File: src/rtl/dmem_write_scoreboard.sv
// Run-time checker for the MIPS system bench. It holds a programmable table of
// expected dmem writes, checks every write of the running program against it,
// counts RUN cycles, watches for the halt instruction, checks the ALU result at
// a programmed cycle and gives up after a fixed cycle budget.
module dmem_write_scoreboard #(
    parameter int                ADDR_W         = 10,
    parameter int                DATA_W         = 32,
    parameter int                DEPTH          = 8,
    parameter int                CNT_W          = 16,
    parameter logic [DATA_W-1:0] HALT_INSTR     = 32'h0800_0015,
    parameter int                TIMEOUT_CYCLES = 1024
) (
    input  logic                       clock,
    input  logic                       reset,
    input  logic                       cfg_we,
    input  logic                       cfg_clr,
    input  logic [$clog2(DEPTH)-1:0]   cfg_idx,
    input  logic [ADDR_W-1:0]          cfg_addr,
    input  logic [DATA_W-1:0]          cfg_data,
    input  logic [CNT_W-1:0]           final_cycle,
    input  logic [DATA_W-1:0]          final_value,
    input  logic                       start,
    input  logic                       dmem_we,
    input  logic [DATA_W-1:0]          alu_out,
    input  logic [DATA_W-1:0]          dmem_wd,
    input  logic [DATA_W-1:0]          instruction,
    output logic [1:0]                 state,
    output logic                       pass,
    output logic [CNT_W-1:0]           cycle_count,
    output logic [CNT_W-1:0]           match_count,
    output logic [CNT_W-1:0]           mismatch_count,
    output logic [CNT_W-1:0]           unmatched_count,
    output logic [DEPTH-1:0]           seen,
    output logic [$clog2(DEPTH)-1:0]   first_fail_idx,
    output logic [DATA_W-1:0]          first_fail_data,
    output logic                       final_ok
);

    localparam int IDX_W = $clog2(DEPTH);
    localparam logic [CNT_W-1:0] TIMEOUT_LAST = CNT_W'(TIMEOUT_CYCLES - 1);

    typedef enum logic [1:0] {
        ST_IDLE    = 2'd0,
        ST_RUN     = 2'd1,
        ST_DONE    = 2'd2,
        ST_TIMEOUT = 2'd3
    } state_t;

    state_t                state_r, state_next_s;
    logic [ADDR_W-1:0]     tbl_addr_r [DEPTH];
    logic [DATA_W-1:0]     tbl_data_r [DEPTH];
    logic [DEPTH-1:0]      tbl_valid_r;
    logic                  pass_r, final_ok_r, final_checked_r, fail_captured_r;
    logic [CNT_W-1:0]      cycle_count_r, match_count_r, mismatch_count_r, unmatched_count_r;
    logic [DEPTH-1:0]      seen_r;
    logic [IDX_W-1:0]      first_fail_idx_r;
    logic [DATA_W-1:0]     first_fail_data_r;

    logic [DEPTH-1:0]      match_s;
    logic                  hit_s;
    logic [IDX_W-1:0]      hit_idx_s;
    logic                  halt_s;
    logic                  last_cycle_s;
    logic                  pass_s;

    // Counters stick at all-ones instead of wrapping back to zero.
    function automatic logic [CNT_W-1:0] sat_inc(input logic [CNT_W-1:0] v);
        if (v == {CNT_W{1'b1}}) begin
            sat_inc = v;
        end else begin
            sat_inc = v + {{(CNT_W-1){1'b0}}, 1'b1};
        end
    endfunction

    assign halt_s       = (instruction == HALT_INSTR);
    assign last_cycle_s = (cycle_count_r == TIMEOUT_LAST);
    assign pass_s       = (mismatch_count_r == {CNT_W{1'b0}}) && final_checked_r && final_ok_r
                          && ((seen_r & tbl_valid_r) == tbl_valid_r);

    // Address lookup: the lowest-index valid entry with a matching address wins.
    always_comb begin
        match_s   = '0;
        hit_idx_s = '0;
        for (int i = 0; i < DEPTH; i++) begin
            match_s[i] = tbl_valid_r[i] && (tbl_addr_r[i] == alu_out[ADDR_W-1:0]);
        end
        for (int i = DEPTH - 1; i >= 0; i--) begin
            hit_idx_s = match_s[i] ? IDX_W'(i) : hit_idx_s;
        end
        hit_s = |match_s;
    end

    // Next-state logic of the run controller.
    always_comb begin
        state_next_s = state_r;
        case (state_r)
            ST_IDLE: begin
                if (start) state_next_s = ST_RUN;
                else       state_next_s = ST_IDLE;
            end
            ST_RUN: begin
                if (halt_s)            state_next_s = ST_DONE;
                else if (last_cycle_s) state_next_s = ST_TIMEOUT;
                else                   state_next_s = ST_RUN;
            end
            ST_DONE, ST_TIMEOUT: begin
                if (!start) state_next_s = ST_IDLE;
                else        state_next_s = state_r;
            end
            default: state_next_s = ST_IDLE;
        endcase
    end

    // State register.
    always_ff @(posedge clock or negedge reset) begin
        if (!reset) state_r <= ST_IDLE;
        else        state_r <= state_next_s;
    end

    // Expectation table, counters, first-failure capture and verdict.
    always_ff @(posedge clock or negedge reset) begin
        if (!reset) begin
            for (int i = 0; i < DEPTH; i++) begin
                tbl_addr_r[i] <= '0;
                tbl_data_r[i] <= '0;
            end
            tbl_valid_r       <= '0;
            pass_r            <= 1'b0;
            final_ok_r        <= 1'b0;
            final_checked_r   <= 1'b0;
            fail_captured_r   <= 1'b0;
            cycle_count_r     <= '0;
            match_count_r     <= '0;
            mismatch_count_r  <= '0;
            unmatched_count_r <= '0;
            seen_r            <= '0;
            first_fail_idx_r  <= '0;
            first_fail_data_r <= '0;
        end else begin
            case (state_r)
                ST_IDLE: begin
                    if (cfg_clr) begin
                        tbl_valid_r <= '0;
                    end else if (cfg_we) begin
                        tbl_addr_r[cfg_idx]  <= cfg_addr;
                        tbl_data_r[cfg_idx]  <= cfg_data;
                        tbl_valid_r[cfg_idx] <= 1'b1;
                    end
                    if (start) begin
                        pass_r            <= 1'b0;
                        final_ok_r        <= 1'b0;
                        final_checked_r   <= 1'b0;
                        fail_captured_r   <= 1'b0;
                        cycle_count_r     <= '0;
                        match_count_r     <= '0;
                        mismatch_count_r  <= '0;
                        unmatched_count_r <= '0;
                        seen_r            <= '0;
                        first_fail_idx_r  <= '0;
                        first_fail_data_r <= '0;
                    end
                end
                ST_RUN: begin
                    if (halt_s) begin
                        // The halt cycle carries no write check and no count.
                        pass_r <= pass_s;
                    end else begin
                        if (dmem_we) begin
                            if (!hit_s) begin
                                unmatched_count_r <= sat_inc(unmatched_count_r);
                            end else if (dmem_wd == tbl_data_r[hit_idx_s]) begin
                                match_count_r     <= sat_inc(match_count_r);
                                seen_r[hit_idx_s] <= 1'b1;
                            end else begin
                                mismatch_count_r <= sat_inc(mismatch_count_r);
                                if (!fail_captured_r) begin
                                    fail_captured_r   <= 1'b1;
                                    first_fail_idx_r  <= hit_idx_s;
                                    first_fail_data_r <= dmem_wd;
                                end
                            end
                        end
                        if (!final_checked_r && (cycle_count_r == final_cycle)) begin
                            final_checked_r <= 1'b1;
                            final_ok_r      <= (alu_out == final_value);
                        end
                        if (last_cycle_s) begin
                            pass_r <= 1'b0;
                        end else begin
                            cycle_count_r <= sat_inc(cycle_count_r);
                        end
                    end
                end
                default: begin
                    // DONE / TIMEOUT: everything holds until start drops.
                end
            endcase
        end
    end

    assign state           = state_r;
    assign pass            = pass_r;
    assign cycle_count     = cycle_count_r;
    assign match_count     = match_count_r;
    assign mismatch_count  = mismatch_count_r;
    assign unmatched_count = unmatched_count_r;
    assign seen            = seen_r;
    assign first_fail_idx  = first_fail_idx_r;
    assign first_fail_data = first_fail_data_r;
    assign final_ok        = final_ok_r;

endmodule

File: config.mk
export PLATFORM = sky130hd
export DESIGN_NAME = dmem_write_scoreboard
export DESIGN_NICKNAME = d
export VERILOG_FILES = /design/src/rtl/dmem_write_scoreboard.sv
export SDC_FILE = /design/constraint.sdc
export NUM_CORES = 1
export LEC_CHECK = 0
export CAP_MARGIN = 20
export CORE_AREA = 2 2 188 227
export DETAILED_ROUTE_END_ITERATION = 16
export DIE_AREA = 0 0 190 229
export PLACE_DENSITY_LB_ADDON = 0.05
export RECOVER_POWER = 100
export SLEW_MARGIN = 20
export SYNTH_ARGS = -nofsm -noshare
export SYNTH_HDL_FRONTEND = slang
export SYNTH_SLANG_ARGS = --single-unit
export TNS_END_PERCENT = 20
File: constraint.sdc
create_clock -name clock -period 5.3 [get_ports clock]
set_input_delay 0.53 -clock clock [delete_from_list [all_inputs] [get_ports clock]]
set_output_delay 0.53 -clock clock [all_outputs]
set_load 0.05 [all_outputs]
==> metrics.md <==
| Metric | Value |
|---|---|
| Avg Cell Area, Syn | 11.5 um^2 |
| Placed cell area | 27600 um^2 |
| Post-synth ARST share | 100% |
| Top Metal Used | met4 |
| Clock power share | 40.0% |
| Post-synth top cells | 457 x dfrtp_1, 344 x mux2_2, 135 x nand2_1, 113 x xnor2_1, 94 x nor2_1 |
| CP required | 5.80 ns |
| Post-Place Cells | 2877 |
| Die Y | 229 um |
| Die area | 43500 um^2 |
| Mapped cell area | 22900 um^2 |
| Worst-margin pin slew | 4.57 ns |
| Overall Global Routing Usage | 32.8% |
| I/O Buffers | 305 |
| Relative slew margins | -204% |
| Maximum vdd drop | 0.279 mV |
| Final Instance Count excl. Fillers | 2961 |
| Count of cell types in the netlist | 82 |
| Io pins | 306 |
| Syn nets | 2181 |
| Iteration-0 DRC count of the detailed router | 1366 |
| PwrDens | 297 nW/um^2 |
| CTS Root Cell | clkbuf_16 |
| Met3 WL | 4720 um |
| Area leader, netlist | dfrtp_1 |
| Antenna Diode Count | 0 |
| Drc violations | 0 |
| Psw | 0.00233 W |
| Worst setup SP type | primary input |
| DR pass1 iterations | 7 |
| Rows | 82 |
| Max Cap Violations | 9 |
| Dominant cell by count in the synthesized netlist | dfrtp_1 |
| TritonCTS sink count | 457 |
| Post-synth top area share | 50.0% |
| Clk slew on worst S/H paths | 0.06 ns |
| Sw Ratio | 26.9% |
| Clock Tree Buf Depth | 3 |
| Synth Instances | 1981 |
| Critical Path Source | alu_out[0] |
| Max Fclk | 193 MHz |
| Final ANT Viol Nets | 0 |
| Logic gate share of total power | 15.2% |
| Hpwl dp | 50500 um |
| Final setup vio count | 0 |
| Die X | 190 um |
| Crit end category | flip-flop |
| Largest net degree at the start of global routing | 137 |
| Reg power frac | 44.8% |
| Crit path DAT | 5.68 ns |
| Via density | 6.17 |
| WL met1 | 30100 um |
| Hold Path Class | reg -> reg |
| Final Critical Period | 5.18 ns |
| Failing checks | capacitance limit, slew limit |
| GR Overflow Total | 0 |
| Hold Vio Cnt, Final | 0 |
| Cts hold-fix bufs | 0 |
| Crit Path Class | in -> reg |
| Core Area | 41300 um^2 |
| Slew Viols, Final | 392 |
| CTS tree | done |
| Outcome | finished with violations |
| Num CTS Buffers | 47 |
| Yosys warning count | 0 |
| Layout filler cell count | 3045 |
| Skew-Pair Late Insertion Delay | 0.57 ns |
| Sequential share of the synthesized area | 50.0% |
| H-tree Lvls | 2 |
| Critical path fanouts, max | 35 |
| Number of global-route vias before repair | 18563 |
| Layout cells sized above 1 | 25.2% |
| Initial Utilization | 55.3% |
| Main synth FF type | dfrtp_1 |
| Pre-CTS setup slack | -0.381 ns |
| Post-route cell area | 29100 um^2 |
| Tcrit/Tclk final | 97.7% |
| First-pass GRT wire length | 110000 um |
| Yosys reg bits | 457 |
| FF-to-FF Start | state[1]$_DFFE_PN0P_ |
| RePlAce Congestion | 0.913 |
| Fin worst setup slack | 0.122 ns |
| Fin nets | 2580 |
| Total design power | 0.00864 W |
| Post-synth EDFFs | 0 |
| Worst Min Path Start | first_fail_data[31]$_DFFE_PN0P_ |
| Leak | 13.4 nW |
| Routed len/inst | 24.1 um |
| Unrepaired setup endpoints after global routing | no |
| Routed wire length | 71300 um |
| Via Count | 18261 |
| Most area-consuming cells after synthesis | dfrtp_1 50%, mux2_2 17%, xnor2_1 4.3% |
| WL met2 | 34500 um |
| Synthesis-to-finish area growth | 27.4% |
| Clock Skew | 0.0206 ns |
| Design internal power | 0.00631 W |
| Antenna violations before repair | 0 |
-- cells by family (layout without fill, tap and decap cells) --
family / Yosys count / count (layout) / share of synthesized area, %
compound gates: 289 / 289 / 9.65
buf+inv: 138 / 572 / 2.86
flops: 457 / 457 / 50.0
mux: 360 / 360 / 17.7
xor+xnor: 172 / 172 / 6.79
simple gates: 560 / 560 / 12.7
fa+ha+maj: 5 / 5 / 0.274
-- flip-flops by register name, summed over array words and instances (netlist names) --
name             flops
final_ok             1
tbl_addr_r          80
unmatched_count     16
final_checked_r      1
fail_captured_r      1
mismatch_count      16
first_fail_idx       3
match_count         16
seen                 8
tbl_data_r         256
first_fail_data     32
cycle_count         16
tbl_valid_r          8
state                2
pass                 1
-- worst max-delay path: stages --
cell	delay, ns
dlygate4sd3_1	0.60
buf_4	0.20
xor2_1	0.22
nand4b_1	0.22
nor3_1	0.08
buf_4	0.17
or4_1	0.52
a21oi_1	0.67
buf_4	0.26
nand3_1	0.12
and3_1	0.21
o2111ai_1	0.39
nand4b_1	0.23
o41ai_1	0.08
buf_4	0.15
nor2_4	0.73
a22o_1	0.25
-- metrics by stage --
step	utilization, %	hold slack, ns	TNS, ns
2_1_floorplan	-	0.234	0
3_3_place_gp	66.7	0.478	-25.11
3_5_place_dp	66.7	0.485	-23.29
4_1_cts	70.7	0.00163	0
5_1_grt	70.4	0.511	0
6_report	70.4	0.499	0
-- power by group through the flow --
stage	logic, W	clock network [W]	registers, W
floorplan	0.000418	0	0.00421
global placement	0.00133	0	0.00392
detailed placement	0.00135	0	0.00393
CTS	0.00136	0.00350	0.00387
global route	0.00140	0.00365	0.00389
finish	0.00132	0.00346	0.00387
-- area by class of cell --
cell class                      count  area [um^2]  area share, %
Multi-Input combinational cell   1386        10800           37.1
Sequential cell                   457        11400           39.3
Inverter                           25         93.8          0.322
Clock inverter                      8          130          0.447
Tap cell                          546          683           2.35
Clock buffer                       76         1510           5.17
Timing Repair Buffer              463         4470           15.3
-- timing repair --
| item | in CTS | in global routing |
|---|---|---|
| resized for setup | 0 | 1 |
| setup buffers | 0 | 0 |
| endpoints found under the setup margin | 0 | 1 |
-- layout by cell type (no fill, tap or decap), types with 25 or more instances in the layout --
cell	Yosys	layout
nand3_1	60	60
inv_1	25	25
a22o_1	37	37
o21ai_0	26	28
nor3_1	64	64
xor2_1	53	53
nor4_1	26	26
nand2_1	135	135
clkdlybuf4s50_1	0	190
dlygate4sd3_1	0	114
xnor2_1	113	113
clkbuf_16	0	48
dfrtp_1	457	457
buf_4	10	121
nor2_1	94	92
nand4_1	61	61
mux2_2	344	341
-- metal layers --
layer  track usage, %  up-vias
met5                0        -
met1             44.1     9310
li1                 -     8115
met4             9.86        0
met2             55.0      700
met3             5.01      136
-- final timing paths --
path	to	slack, ns	cells past startpoint
setup / recovery	first_fail_data[26]$_DFFE_PN0P_	0.12	17
hold / removal	first_fail_data[31]$_DFFE_PN0P_	0.50	1
setup reg to reg	tbl_data_r[38]$_DFFE_PN0P_	0.23	6
hold reg to reg	first_fail_data[31]$_DFFE_PN0P_	0.50	1
max in group asynchronous	tbl_addr_r[73]$_DFFE_PN0P_	0.82	2
min in group asynchronous	match_count[12]$_DFFE_PN0P_	1.82	1
(Power assumes the default switching activity.)
